[src/rtl/rf_wr_arbiter_pkg.sv]
// rf_wr_arbiter_pkg: shared widths, write bundle and grant-source types
package rf_wr_arbiter_pkg;
  localparam int REG_W = 5;
  localparam int XLEN = 32;
  typedef struct packed {
    logic [REG_W-1:0] rd;
    logic [XLEN-1:0] dat;
  } rf_wr_t;
  typedef enum logic [1:0] {GNT_NONE, GNT_WB, GNT_BUF, GNT_BYP} gnt_t;
endpackage

[src/rtl/rf_wr_fifo.sv]
// rf_wr_fifo: in-order result buffer with squash-by-rd compaction and rd-match queries
module rf_wr_fifo
  import rf_wr_arbiter_pkg::*;
#(
  parameter int DEPTH = 2
) (
  input  logic             clk,
  input  logic             rst,
  input  logic             enq,
  input  rf_wr_t           enq_ent,
  input  logic             deq,
  input  logic             sq,
  input  logic [REG_W-1:0] sq_rd,
  input  logic [REG_W-1:0] q1,
  input  logic [REG_W-1:0] q2,
  output rf_wr_t           head,
  output logic             empty,
  output logic             full,
  output logic             hit1,
  output logic             hit2
);
  logic [DEPTH-1:0] vld, n_vld, keep;
  rf_wr_t ent [DEPTH];
  rf_wr_t n_ent [DEPTH];
  int cnt;
  assign head = ent[0];
  assign empty = !vld[0];
  assign full = vld[DEPTH-1];
  always_comb begin
    hit1 = 1'b0;
    hit2 = 1'b0;
    for (int i = 0; i < DEPTH; i++) begin
      keep[i] = vld[i] && !(deq && i == 0) && !(sq && ent[i].rd == sq_rd);
      hit1 = hit1 || (vld[i] && ent[i].rd == q1);
      hit2 = hit2 || (vld[i] && ent[i].rd == q2);
    end
  end
  // survivors slide down to the lowest free slots, new entry lands right after them
  always_comb begin
    n_vld = '0;
    cnt = 0;
    for (int k = 0; k < DEPTH; k++) n_ent[k] = ent[k];
    for (int i = 0; i < DEPTH; i++) begin
      if (keep[i]) begin
        for (int k = 0; k < DEPTH; k++) begin
          if (k == cnt) begin
            n_vld[k] = 1'b1;
            n_ent[k] = ent[i];
          end
        end
        cnt = cnt + 1;
      end
    end
    for (int k = 0; k < DEPTH; k++) begin
      if (enq && k == cnt) begin
        n_vld[k] = 1'b1;
        n_ent[k] = enq_ent;
      end
    end
  end
  always_ff @(posedge clk) begin
    if (rst) vld <= '0;
    else begin
      vld <= n_vld;
      ent <= n_ent;
    end
  end
endmodule

[src/rtl/rf_wr_arbiter.sv]
// rf_wr_arbiter: shares the register-file write port between writeback and a buffered multi-cycle unit
module rf_wr_arbiter #(
  parameter int XLEN = rf_wr_arbiter_pkg::XLEN,
  parameter int DEPTH = 2,
  parameter int MAX_WAIT = 4
) (
  input  logic                              clk,
  input  logic                              rst,
  input  logic                              wb_vld,
  input  logic [rf_wr_arbiter_pkg::REG_W-1:0] wb_rd,
  input  logic [XLEN-1:0]                   wb_dat,
  output logic                              wb_stall,
  input  logic                              mc_vld,
  input  logic [rf_wr_arbiter_pkg::REG_W-1:0] mc_rd,
  input  logic [XLEN-1:0]                   mc_dat,
  output logic                              mc_rdy,
  input  logic [rf_wr_arbiter_pkg::REG_W-1:0] qry_rs1,
  input  logic [rf_wr_arbiter_pkg::REG_W-1:0] qry_rs2,
  output logic                              qry_hit,
  output logic                              rf_we,
  output logic [rf_wr_arbiter_pkg::REG_W-1:0] rf_rd,
  output logic [XLEN-1:0]                   rf_dat
);
  import rf_wr_arbiter_pkg::*;
  localparam int WW = $clog2(MAX_WAIT + 1);
  logic full, empty, hit1, hit2, acc, frc, sq, enq, deq, head_sq;
  logic [WW-1:0] wait_cnt;
  rf_wr_t wb, mc, head, sel, rf;
  gnt_t gnt;
  assign wb = '{rd: wb_rd, dat: wb_dat};
  assign mc = '{rd: mc_rd, dat: mc_dat};
  assign mc_rdy = !rst && !full;
  assign acc = mc_vld && mc_rdy;
  assign frc = !empty && (full || wait_cnt >= WW'(MAX_WAIT));
  assign gnt = frc ? GNT_BUF : wb_vld ? GNT_WB : !empty ? GNT_BUF : acc ? GNT_BYP : GNT_NONE;
  assign wb_stall = !rst && wb_vld && gnt != GNT_WB;
  // a granted writeback is younger than any buffered result to the same rd
  assign sq = gnt == GNT_WB && wb_rd != '0;
  assign enq = acc && gnt != GNT_BYP && mc_rd != '0 && !(sq && mc_rd == wb_rd);
  assign deq = gnt == GNT_BUF;
  assign head_sq = sq && !empty && head.rd == wb_rd;
  assign sel = gnt == GNT_BUF ? head : gnt == GNT_WB ? wb : gnt == GNT_BYP ? mc : '0;
  assign qry_hit = !rst && ((qry_rs1 != '0 && (hit1 || (rf_we && rf.rd == qry_rs1))) ||
                            (qry_rs2 != '0 && (hit2 || (rf_we && rf.rd == qry_rs2))));
  assign rf_rd = rf.rd;
  assign rf_dat = rf.dat;
  rf_wr_fifo #(.DEPTH(DEPTH)) u_fifo (
    .clk(clk), .rst(rst), .enq(enq), .enq_ent(mc), .deq(deq), .sq(sq), .sq_rd(wb_rd),
    .q1(qry_rs1), .q2(qry_rs2), .head(head), .empty(empty), .full(full), .hit1(hit1), .hit2(hit2)
  );
  // a result enqueued into an empty buffer was already denied once
  always_ff @(posedge clk) begin
    if (rst) begin
      rf_we <= 1'b0;
      rf <= '0;
      wait_cnt <= '0;
    end else begin
      rf_we <= gnt != GNT_NONE && sel.rd != '0;
      rf <= sel;
      wait_cnt <= (deq || head_sq || (empty && !enq)) ? '0 :
                  wait_cnt == WW'(MAX_WAIT) ? wait_cnt : wait_cnt + 1'b1;
    end
  end
endmodule

[config.mk]
export PLATFORM = sky130hd
export DESIGN_NAME = rf_wr_arbiter
export DESIGN_NICKNAME = d
export VERILOG_FILES = /design/src/rtl/rf_wr_arbiter_pkg.sv /design/src/rtl/rf_wr_fifo.sv /design/src/rtl/rf_wr_arbiter.sv
export SDC_FILE = /design/constraint.sdc
export NUM_CORES = 1
export LEC_CHECK = 0
export BUFFER_PORTS_ARGS = -buffer_cell sky130_fd_sc_hd__buf_2
export CAP_MARGIN = 30
export CELL_PAD_IN_SITES_DETAIL_PLACEMENT = 1
export CELL_PAD_IN_SITES_GLOBAL_PLACEMENT = 1
export CORE_MARGIN = 5
export CORE_UTILIZATION = 42
export DETAILED_ROUTE_END_ITERATION = 10
export PLACE_DENSITY = 0.83
export SYNTH_ARGS = -nofsm -noshare
export SYNTH_HDL_FRONTEND = slang
export SYNTH_SLANG_ARGS = --single-unit
[constraint.sdc]
create_clock -name clk -period 4.9 [get_ports clk]
set_clock_uncertainty 0.05 [all_clocks]
set_input_delay 0.245 -clock clk [delete_from_list [all_inputs] [get_ports clk]]
set_output_delay 0.245 -clock clk [all_outputs]
set_load 0.01 [all_outputs]
Word-level counts from Yosys, hierarchy flattened
Index checks and enable logic that the tools add are counted.
- $add $sub $neg: 2
- $mul: 0
- divide/modulo/power cells: 0
- magnitude comparators: 1
- equality and inequality tests: 17
- shift operators: 0
- muxes and demuxes: 19
- bitwise logic cells: 1
- reductions and logical operators: 59
- operators with widths (cell ; number):
    $mux 37 ; 6
    $mux 74 ; 1
    $logic_not 32->1 ; 2
    $eq 5x5->1 ; 9
    $eq 2x32->1 const A ; 1
    $mux 32 ; 1
    $logic_and 1x1->1 ; 30
    $reduce_bool 5->1 ; 5
    $mux 2 ; 5
    $logic_not 1->1 ; 8
    $logic_or 1x1->1 ; 8
    $mux 1 ; 6
    $reduce_bool 2->1 ; 3
    $eq 2x2->1 const B ; 2
    $add 3x1->3 const B ; 1
    $eq 3x3->1 const B ; 1
    $ge 3x3->1 const B ; 1
    $reduce_and 3->1 ; 1
    $add 1x1->2 const B ; 1
    $eq 2x1->1 const B ; 1
    $ne 2x1->1 const B ; 1
    $ne 2x2->1 const B ; 1
    $reduce_and 2->1 ; 1
    $reduce_or 2->1 ; 1
    2 further kinds ; 2
- flip-flop bits (word level): 117
- bits in latches: 0
- bits in writable memories: 0
- memory bits (read-only): 0
- input port bits: 88
- output and inout bits: 41
- word-level logic and storage cells: 108
- memories kept: 0

Depth between registers and ports, before layout
Gate-level depths: netlist (run 1).
- word-level depth: 19
- gate-level depth with buffers: 11
- mapped depth without buffers: 8

Hierarchy
Synthesis (run 1) repeated with hierarchy kept, for this count alone.
- cells, all modules: 481
- area, all modules: 5632.9 um^2
- by module, submodules not included (module ; times used ; cells each ; area each (um^2) ; sequential area each (um^2)):
    rf_wr_fifo ; 1 ; 212 ; 3437.0 ; 2262.2
    rf_wr_arbiter ; 1 ; 269 ; 2195.9 ; 820.8

Least setup slack after synthesis (run 1)
OpenSTA, ideal clock, no wires.
- kind: reg-to-reg
- start point: register u_fifo.vld[1]
- end point: register u_fifo.ent (netlist bit u_fifo.head[0]), enable pin
- arrival: 3.898 ns
- required time: 4.407 ns
- setup slack: 0.508 ns
- cell stages (with the launch flop): 12
- path buffers: 4
- period minus slack after synthesis: 4.392 ns
- cells stage by stage: dfxtp_1 -> buf_2 -> o21ai_0 -> and2_1 -> buf_2 -> nand4_1 -> o21ai_0 -> ha_1 -> nand4_1 -> buf_4 -> buf_6 -> a21oi_1
- cells in the longest elaborated chain, start to end: 19
- RTL lines (element ; RTL line ; RTL):
    from (decl) ; rf_wr_fifo.sv:22 ; logic [DEPTH-1:0] vld, n_vld, keep;
    from (signal assigned) ; rf_wr_fifo.sv:64 ; vld <= n_vld;
    $logic_not 1->1 ; rf_wr_arbiter.sv:32 ; assign mc_rdy = !rst && !full;
    $logic_and 1x1->1 ; rf_wr_arbiter.sv:32 ;
    $logic_and 1x1->1 ; rf_wr_arbiter.sv:33 ; assign acc = mc_vld && mc_rdy;
    $mux 2 (4 in series) ; rf_wr_arbiter.sv:35 ; assign gnt = frc ? GNT_BUF : wb_vld ? GNT_WB : !empty ? GNT_BUF : acc ? GNT_BYP : GNT_NONE;
    $eq 2x1->1 ; rf_wr_arbiter.sv:38 ; assign sq = gnt == GNT_WB && wb_rd != '0;
    $logic_and 1x1->1 ; rf_wr_arbiter.sv:38 ;
    $logic_and 1x1->1 ; rf_wr_fifo.sv:33 ; keep[i] = vld[i] && !(deq && i == 0) && !(sq && ent[i].rd == sq_rd);
    $logic_not 1->1 ; rf_wr_fifo.sv:33 ;
    $logic_and 1x1->1 ; rf_wr_fifo.sv:33 ;
    $mux 1 ; rf_wr_fifo.sv:44 ; if (keep[i]) begin
    $add 1x1->2 ; rf_wr_fifo.sv:51 ; cnt = cnt + 1;
    $mux 32 ; rf_wr_fifo.sv:44 ;
    $logic_not 32->1 ; rf_wr_fifo.sv:55 ; if (enq && k == cnt) begin
    $logic_and 1x1->1 ; rf_wr_fifo.sv:55 ;
    $reduce_bool 2->1 (no source line) ; - ;
    $reduce_and 3->1 (no source line) (*) ; - ;
    to (signal assigned) ; rf_wr_fifo.sv:65 ; ent <= n_ent;
    to (decl) ; rf_wr_fifo.sv:23 ; rf_wr_t ent [DEPTH];
Mark *: on every way between the ends. The rest lies on a longest branch, timed or not.
A chain may end at the register's enable or synchronous reset.

Worst setup path after layout (run 1)
- start point: register u_fifo.vld[1]
- end point: register u_fifo.ent (netlist bit u_fifo.head[8]), enable pin
The elaborated chain is that of the path after synthesis.

==> results of run 1 <==
-- sequential cells by signal (all words and copies together) (netlist names) --
name and cells:
rf_rd 5, u_fifo.head 37, u_fifo.vld 2, wait_cnt 3
rf_dat 32, u_fifo.ent 37, rf_we 1
-- cells in the final DEF, fill, tap and decap left out, types with 2 or more instances in the layout --
cell type      count
nand4_1            2
ha_1               4
inv_6              3
dlygate4sd3_1     26
a221oi_1           3
mux2_4            19
edfxtp_1          74
nor2_1            42
nor3_1             5
o21ai_0            4
xnor2_1           12
clkinvlp_4         3
clkinv_2           5
and2_1             3
buf_2            128
xor2_1            32
nand3_1            9
buf_4              5
a31oi_1            2
nor4_1             8
and3_1             3
or4_1              3
clkinv_4           3
a21oi_1            2
clkbuf_16         17
mux2_2            18
inv_1              6
dfxtp_1           43
a222oi_1          34
-- how the worst max path moves through the flow --
stage	to	from	slack, ns	cells after the start
after detailed placement	u_fifo.head[15]	u_fifo.vld[1]	1.25	9
after global placement	u_fifo.ent[1]	u_fifo.vld[1]	1.51	8
after CTS	u_fifo.head[11]	u_fifo.vld[1]	1.08	9
after global routing	u_fifo.head[11]	u_fifo.vld[1]	0.79	9
final	u_fifo.head[8]	u_fifo.vld[1]	1.03	9
after floorplan	u_fifo.head[0]	u_fifo.vld[1]	0.51	11
-- what timing repair did --
| action | 4_1_cts | 5_1_grt |
|---|---|---|
| hold buffers | 26 | 0 |
| setup buffers | 0 | 0 |
| hold endpoints to repair | 26 | 0 |
-- power by group --
group	internal (mW)	total, mW	leakage, nW	switching [mW]
clock	0.697	1.17	0.270	0.472
sequential	1.07	1.09	1.02	0.0130
combinational	0.110	0.233	1.45	0.123
total	1.88	2.49	2.74	0.608
-- metal layers --
| metal | up-vias | wire, µm | global-route usage |
|---|---|---|---|
| li1 | 1759 | - | - |
| met4 | 0 | 227 | 0.0616 |
| met2 | 189 | 7490 | 0.361 |
| met5 | - | 0 | 0 |
| met1 | 1905 | 6210 | 0.265 |
| met3 | 19 | 1160 | 0.0551 |
-- through the flow --
| stage | power [mW] | setup slack (ns) | instance area, µm² |
|---|---|---|---|
| 3_3_place_gp | 1.31 | 1.51 | 5860 |
| 3_5_place_dp | 1.32 | 1.25 | 5890 |
| 5_1_grt | 2.58 | 0.792 | 6730 |
| 2_1_floorplan | 1.21 | 0.508 | 5080 |
| 6_report | 2.49 | 1.03 | 6730 |
| 4_1_cts | 2.51 | 1.08 | 6700 |
-- area by class of cell --
| class | count | area (µm²) |
|---|---|---|
| Fill cell | 1234 | 5180 |
| Sequential cell | 117 | 3080 |
| Multi-Input combinational cell | 224 | 1890 |
| Timing Repair Buffer | 162 | 997 |
| Clock buffer | 17 | 425 |
| Tap cell | 147 | 184 |
| Clock inverter | 15 | 130 |
| Inverter | 6 | 22.5 |
-- kinds of logic after synthesis --
family                   synth area share
AND/OR/NAND/NOR                    0.0882
flip-flops                          0.607
XOR/XNOR                           0.0759
multiplexers                       0.0981
adder cells (fa/ha/maj)           0.00986
AO/OA/AOI/OAI                      0.0944
buffers and inverters              0.0264
==> impl_metrics.csv, run 1 <==
group,metric,value,unit
routing,drtAntennaViolNets,0,
yosys,syn_inst,370,
hold_path,hp-class,"in -> reg",
worst_setup_path,crit_path_end_kind,"flip-flop",
clock_network,htreeDepth,4,
grt,grt_max_degree,49,
routing,wire_per_inst,21.9,µm
floorplanning,ios,129,
floorplanning,fp-row-count,40,
floorplanning,dieWidth,120,µm
finish,final_nets,620,
placement,dpl.cell_count,628,
clock_network,cts_sinks,117,
sta,slew_headroom,0.269,
finish,diodes,0,
power_and_ir_drop,ir_worst_vdd,0.224,mV
clock_network,cts_root_buf,"clkbuf_16",
grt,antenna_found_initial,0,
grt,grt_use_total,0.212,
yosys,synth.ff_latch_count,117,
sta,drv_slew,0,
placement,io_buffers,128,
yosys,synth_nets,462,
worst_setup_path,r2r-end,"u_fifo.head[8]",
sta,worst_pin_slew,1.09,ns
sta,fmax,258,MHz
grt,grt_overflow,0,
hold_path,whs_endpoint,"u_fifo.ent[14]",
clock_network,clock_latency,0.42,ns
finish,drive_gt1_frac,0.392,
yosys,synth_cell_types,43,
worst_setup_path,cp_top_family,"compound AO/OA/AOI/OAI gates",
placement,dp_hpwl,9790,µm
power_and_ir_drop,leakagePower,2.74,nW
worst_setup_path,cp_data_required_time,4.96,ns
clock_network,ctsResizeCount,0,
routing,totalWireLength,15100,µm
worst_setup_path,crit_path_max_incr_delay,0.54,ns
sta,fin_setup_tns,0,ns
routing,drc,0,
worst_setup_path,cp_cell_sequence,"o21ai_0 -> and2_1 -> buf_4 -> nand4_1 -> o21ai_0 -> ha_1 -> nand4_1 -> a21oi_4 -> buf_4",
floorplanning,core_area,11900,µm²
floorplanning,die_y,120,µm
worst_setup_path,critPathKind,"reg -> reg",
job,drv_cap,0,
worst_setup_path,r2r_start,"u_fifo.vld[1]",
clock_network,clock_path_buffers,2,
sta,hold_violations,0,
yosys,yosys_warnings,0,
routing,drt_iter0_drc,397,
finish,postLayoutCoreUtil,0.565,
yosys,synth_top_area_frac,0.438,
worst_setup_path,critPathSlowestCell,"a21oi_4",
yosys,ys.flop_type,"edfxtp_1",
sta,fin_crit,3.87,ns
finish,syn_to_final_growth,32.6,%
worst_setup_path,critPathLaunchType,"flip-flop",
yosys,syn_avg_cell_area,13.7,µm²
finish,layoutNonFillerInstCount,688,
placement,place.gp.congestion,0.858,
power_and_ir_drop,cellPowerDensity,370,nW/µm²
yosys,synth_edf_count,74,
yosys,async_flop_share,0,
worst_setup_path,ff2ff_path_depth,9,
sta,whs,0.0143,ns
routing,dr.pass1.iters,7,
routing,avgViaCountPerCell,5.63,
clock_network,numCtsBuffers,17,
sta,finalSetupViolations,0,
worst_setup_path,worst-path-buf-inv,2,
worst_setup_path,arrival,3.93,ns
floorplanning,start_util,0.426,
clock_network,path_clk_slew,0.06,ns
yosys,syn_area,5080,µm²
worst_setup_path,cp_max_fo,38,
yosys,synth_most_common_cell,"edfxtp_1",
yosys,synth.area.top_cells,"edfxtp_1 (44%), dfxtp_1 (17%), a222oi_1 (6.7%)",
yosys,yosys.area.top_type,"edfxtp_1",
clock_network,cts_tree,"done",
floorplanning,dieArea,14400,µm²
sta,rsz0062_at_grt,"no",
hold_path,holdCritStartpoint,"mc_dat[14]",
hold_path,hold_path_depth,1,
worst_setup_path,reg2reg_slack,1.03,ns
sta,fin_crit_sh,0.790,
yosys,synth_common_cells,"edfxtp_1 (74), dfxtp_1 (43), nor2_1 (43)",
grt,grt_pass1_wl,23500,µm
routing,num_vias,3872,
grt,grt_pass1_vias,4238,
yosys,yosysSeqAreaShare,0.607,
run_status,status,"finished, final reports clean",
(Power assumes the default switching activity.)
==> inputs of run 2 (changes only) <==
--- a/config.mk
+++ b/config.mk
@@ -10,9 +10,9 @@
 export CELL_PAD_IN_SITES_DETAIL_PLACEMENT = 1
 export CELL_PAD_IN_SITES_GLOBAL_PLACEMENT = 1
 export CORE_MARGIN = 5
-export CORE_UTILIZATION = 42
+export CORE_UTILIZATION = 38
 export DETAILED_ROUTE_END_ITERATION = 10
-export PLACE_DENSITY = 0.83
+export PLACE_DENSITY = 0.79
 export SYNTH_ARGS = -nofsm -noshare
 export SYNTH_HDL_FRONTEND = slang
 export SYNTH_SLANG_ARGS = --single-unit
==> constraint.sdc (replaced) <==
create_clock -name clk -period 3.17 [get_ports clk]
set_clock_uncertainty 0.05 [all_clocks]
set_input_delay 0.1585 -clock clk [delete_from_list [all_inputs] [get_ports clk]]
set_output_delay 0.1585 -clock clk [all_outputs]
set_load 0.01 [all_outputs]
==> run 2 against run 1 <==
  * The run now ends with hold timing left
  * Count of clock-buffer cells in the layout is 6 higher
  * Final cell count increased by 10%
  * Maximum frequency is 36% higher
  * Routed wire length rose by 2.3%
  * Die area up 9.6%
  * Power up 52%
  * Global-route usage fell by 1.4 points
  * Flip-flop and latch count is the same
  * First-iteration DRC count down 6.5%
  * Final area grew 5.7%
  * Register-to-register slack got worse by 0.71 ns
==> impl_metrics.csv, run 2 (synthesis gave the netlist of run 1 again) <==
group,metric,value,unit
run_status,status,"complete, but fails checks",
run_status,violations,"hold timing",
worst_setup_path,r2r_start,"wait_cnt[2]",
worst_setup_path,crit_path_end_kind,"flip-flop",
sta,slew_headroom,0.436,
clock_network,cts_setup_buffers,0,
sta,finalWorstSetupSlack,0.314,ns
clock_network,cts_tree,"done",
clock_network,path_clk_slew,0.05,ns
sta,worst_pin_slew,0.844,ns
worst_setup_path,critPathSlowestCell,"o21ai_0",
worst_setup_path,cp_max_fo,37,
sta,rsz0062_at_grt,"no",
sta,fmax,350,MHz
finish,drive_gt1_frac,0.367,
job,drv_cap,0,
placement,pre_cts_slack,0.249,ns
sta,fin_crit,2.86,ns
routing,totalWireLength,15400,µm
sta,hold_violations,1,
power_and_ir_drop,leakagePower,2.89,nW
worst_setup_path,cp_cell_sequence,"o21ai_0 -> and2_2 -> buf_6 -> nand3_1 -> ha_1 -> inv_1 -> nor2_4 -> buf_4",
floorplanning,ios,129,
placement,dp_hpwl,9720,µm
clock_network,clock_latency,0.40,ns
floorplanning,core_area,13200,µm²
grt,grt_use_total,0.198,
finish,fill_cells,1355,
sta,whs,-0.0147,ns
routing,dr.pass1.iters,9,
grt,antenna_found_initial,1,
clock_network,htreeDepth,4,
routing,drtAntennaViolNets,0,
routing,wire_per_inst,20.4,µm
routing,num_vias,4032,
floorplanning,start_util,0.385,
clock_network,clock_path_buffers,2,
grt,grt_pass1_wl,24600,µm
sta,finalSetupViolations,0,
clock_network,cts_root_buf,"clkbuf_16",
sta,fin_setup_tns,0,ns
worst_setup_path,cp_data_required_time,3.22,ns
finish,final_nets,660,
routing,drt_iter0_drc,371,
finish,final_common_cell,"buf_2",
floorplanning,fp-row-count,42,
floorplanning,die_y,126,µm
power_and_ir_drop,ir_worst_vdd,0.262,mV
sta,drv_slew,0,
worst_setup_path,startpoint,"wait_cnt[2]",
finish,postLayoutCoreUtil,0.539,
hold_path,hp-class,"in -> reg",
grt,grt_overflow,0,
routing,drc,0,
finish,mostFrequentLayoutCells,"buf_2 (128), edfxtp_1 (74), dlygate4sd3_1 (62)",
sta,fin_crit_sh,0.901,
routing,avgViaCountPerCell,5.33,
grt,grt_pass1_vias,4466,
hold_path,holdCritStartpoint,"wb_dat[15]",
clock_network,numCtsBuffers,17,
worst_setup_path,critPathKind,"reg -> reg",
power_and_ir_drop,cellPowerDensity,530,nW/µm²
clock_network,cts_sinks,117,
floorplanning,dieWidth,126,µm
floorplanning,dieArea,15800,µm²
placement,place.gp.congestion,0.831,
finish,syn_to_final_growth,40.1,%
worst_setup_path,arrival,2.90,ns
worst_setup_path,crit_path_max_incr_delay,0.38,ns
worst_setup_path,critPathLaunchType,"flip-flop",
grt,grt_max_degree,48,
placement,io_buffers,128,
[run 2: changes by cell type in the layout (fill, tap and decap cells not counted), moves of 2 or more]
| cell | delta |
|---|---|
| clkinv_2 | -2 |
| dlygate4sd3_1 | +36 |
| buf_4 | +5 |
| inv_6 | -3 |
| clkbuf_8 | +2 |
| clkbuf_1 | +4 |
[run 2: path summary, 6_finish.rpt]
kind | endpoint | slack [ns] | cells past startpoint
worst max-delay path | u_fifo.ent[20] | 0.31 | 8
worst min-delay path | rf_dat[15] | -0.01 | 3
worst max register to register | u_fifo.ent[20] | 0.31 | 8
worst min register to register | rf_dat[31] | 0.46 | 2
[run 2: what timing repair did]
action / 4_1_cts / 5_1_grt
hold buffers: 62 / 0
resized for setup: 0 / 1
endpoints found under the hold margin: 63 / 0
setup endpoints to repair: 0 / 16
[run 2: final cells by class]
cell class	count	area, µm²	area share
timing repair buffer	202	1370	0.192
clock inverter	8	55.1	0.00774
antenna	1	2.50	0.000352
sequential	117	3080	0.433
clock buffer	23	468	0.0658
inverter	6	22.5	0.00317
multi-input combinational	224	1900	0.266
tap	176	220	0.0310
[run 2: metrics by stage]
| step | area, µm² | power, mW | instances |
|---|---|---|---|
| 3_3_place_gp | 5960 | 2.02 | 663 |
| 4_1_cts | 7110 | 3.79 | 756 |
| 2_1_floorplan | 5100 | 1.88 | 370 |
| 3_5_place_dp | 5960 | 2.04 | 663 |
| 5_1_grt | 7110 | 3.91 | 757 |
| 6_report | 7110 | 3.77 | 757 |
[run 2: where the power goes]
part	total, mW	leakage, nW	switching, mW	internal, mW
logic	0.397	1.62	0.197	0.200
clock network	1.70	0.249	0.664	1.03
registers	1.68	1.02	0.0200	1.66
total	3.77	2.89	0.880	2.89
[run 2: layer usage]
layer | global-route usage | part of all wire | wire, µm
met1 | 0.244 | 0.41 | 6270
met2 | 0.339 | 0.51 | 7870
met3 | 0.0525 | 0.069 | 1070
met4 | 0.0631 | 0.015 | 226
met5 | 0 | 0 | 0
[run 2: worst max-delay path, delay by kind of cell (launching register included)]
family / cells / cell delay [ns]
simple gates: 3 / 0.75
buf+inv: 3 / 0.69
compound gates: 1 / 0.38
flops: 1 / 0.34
fa+ha+maj: 1 / 0.33
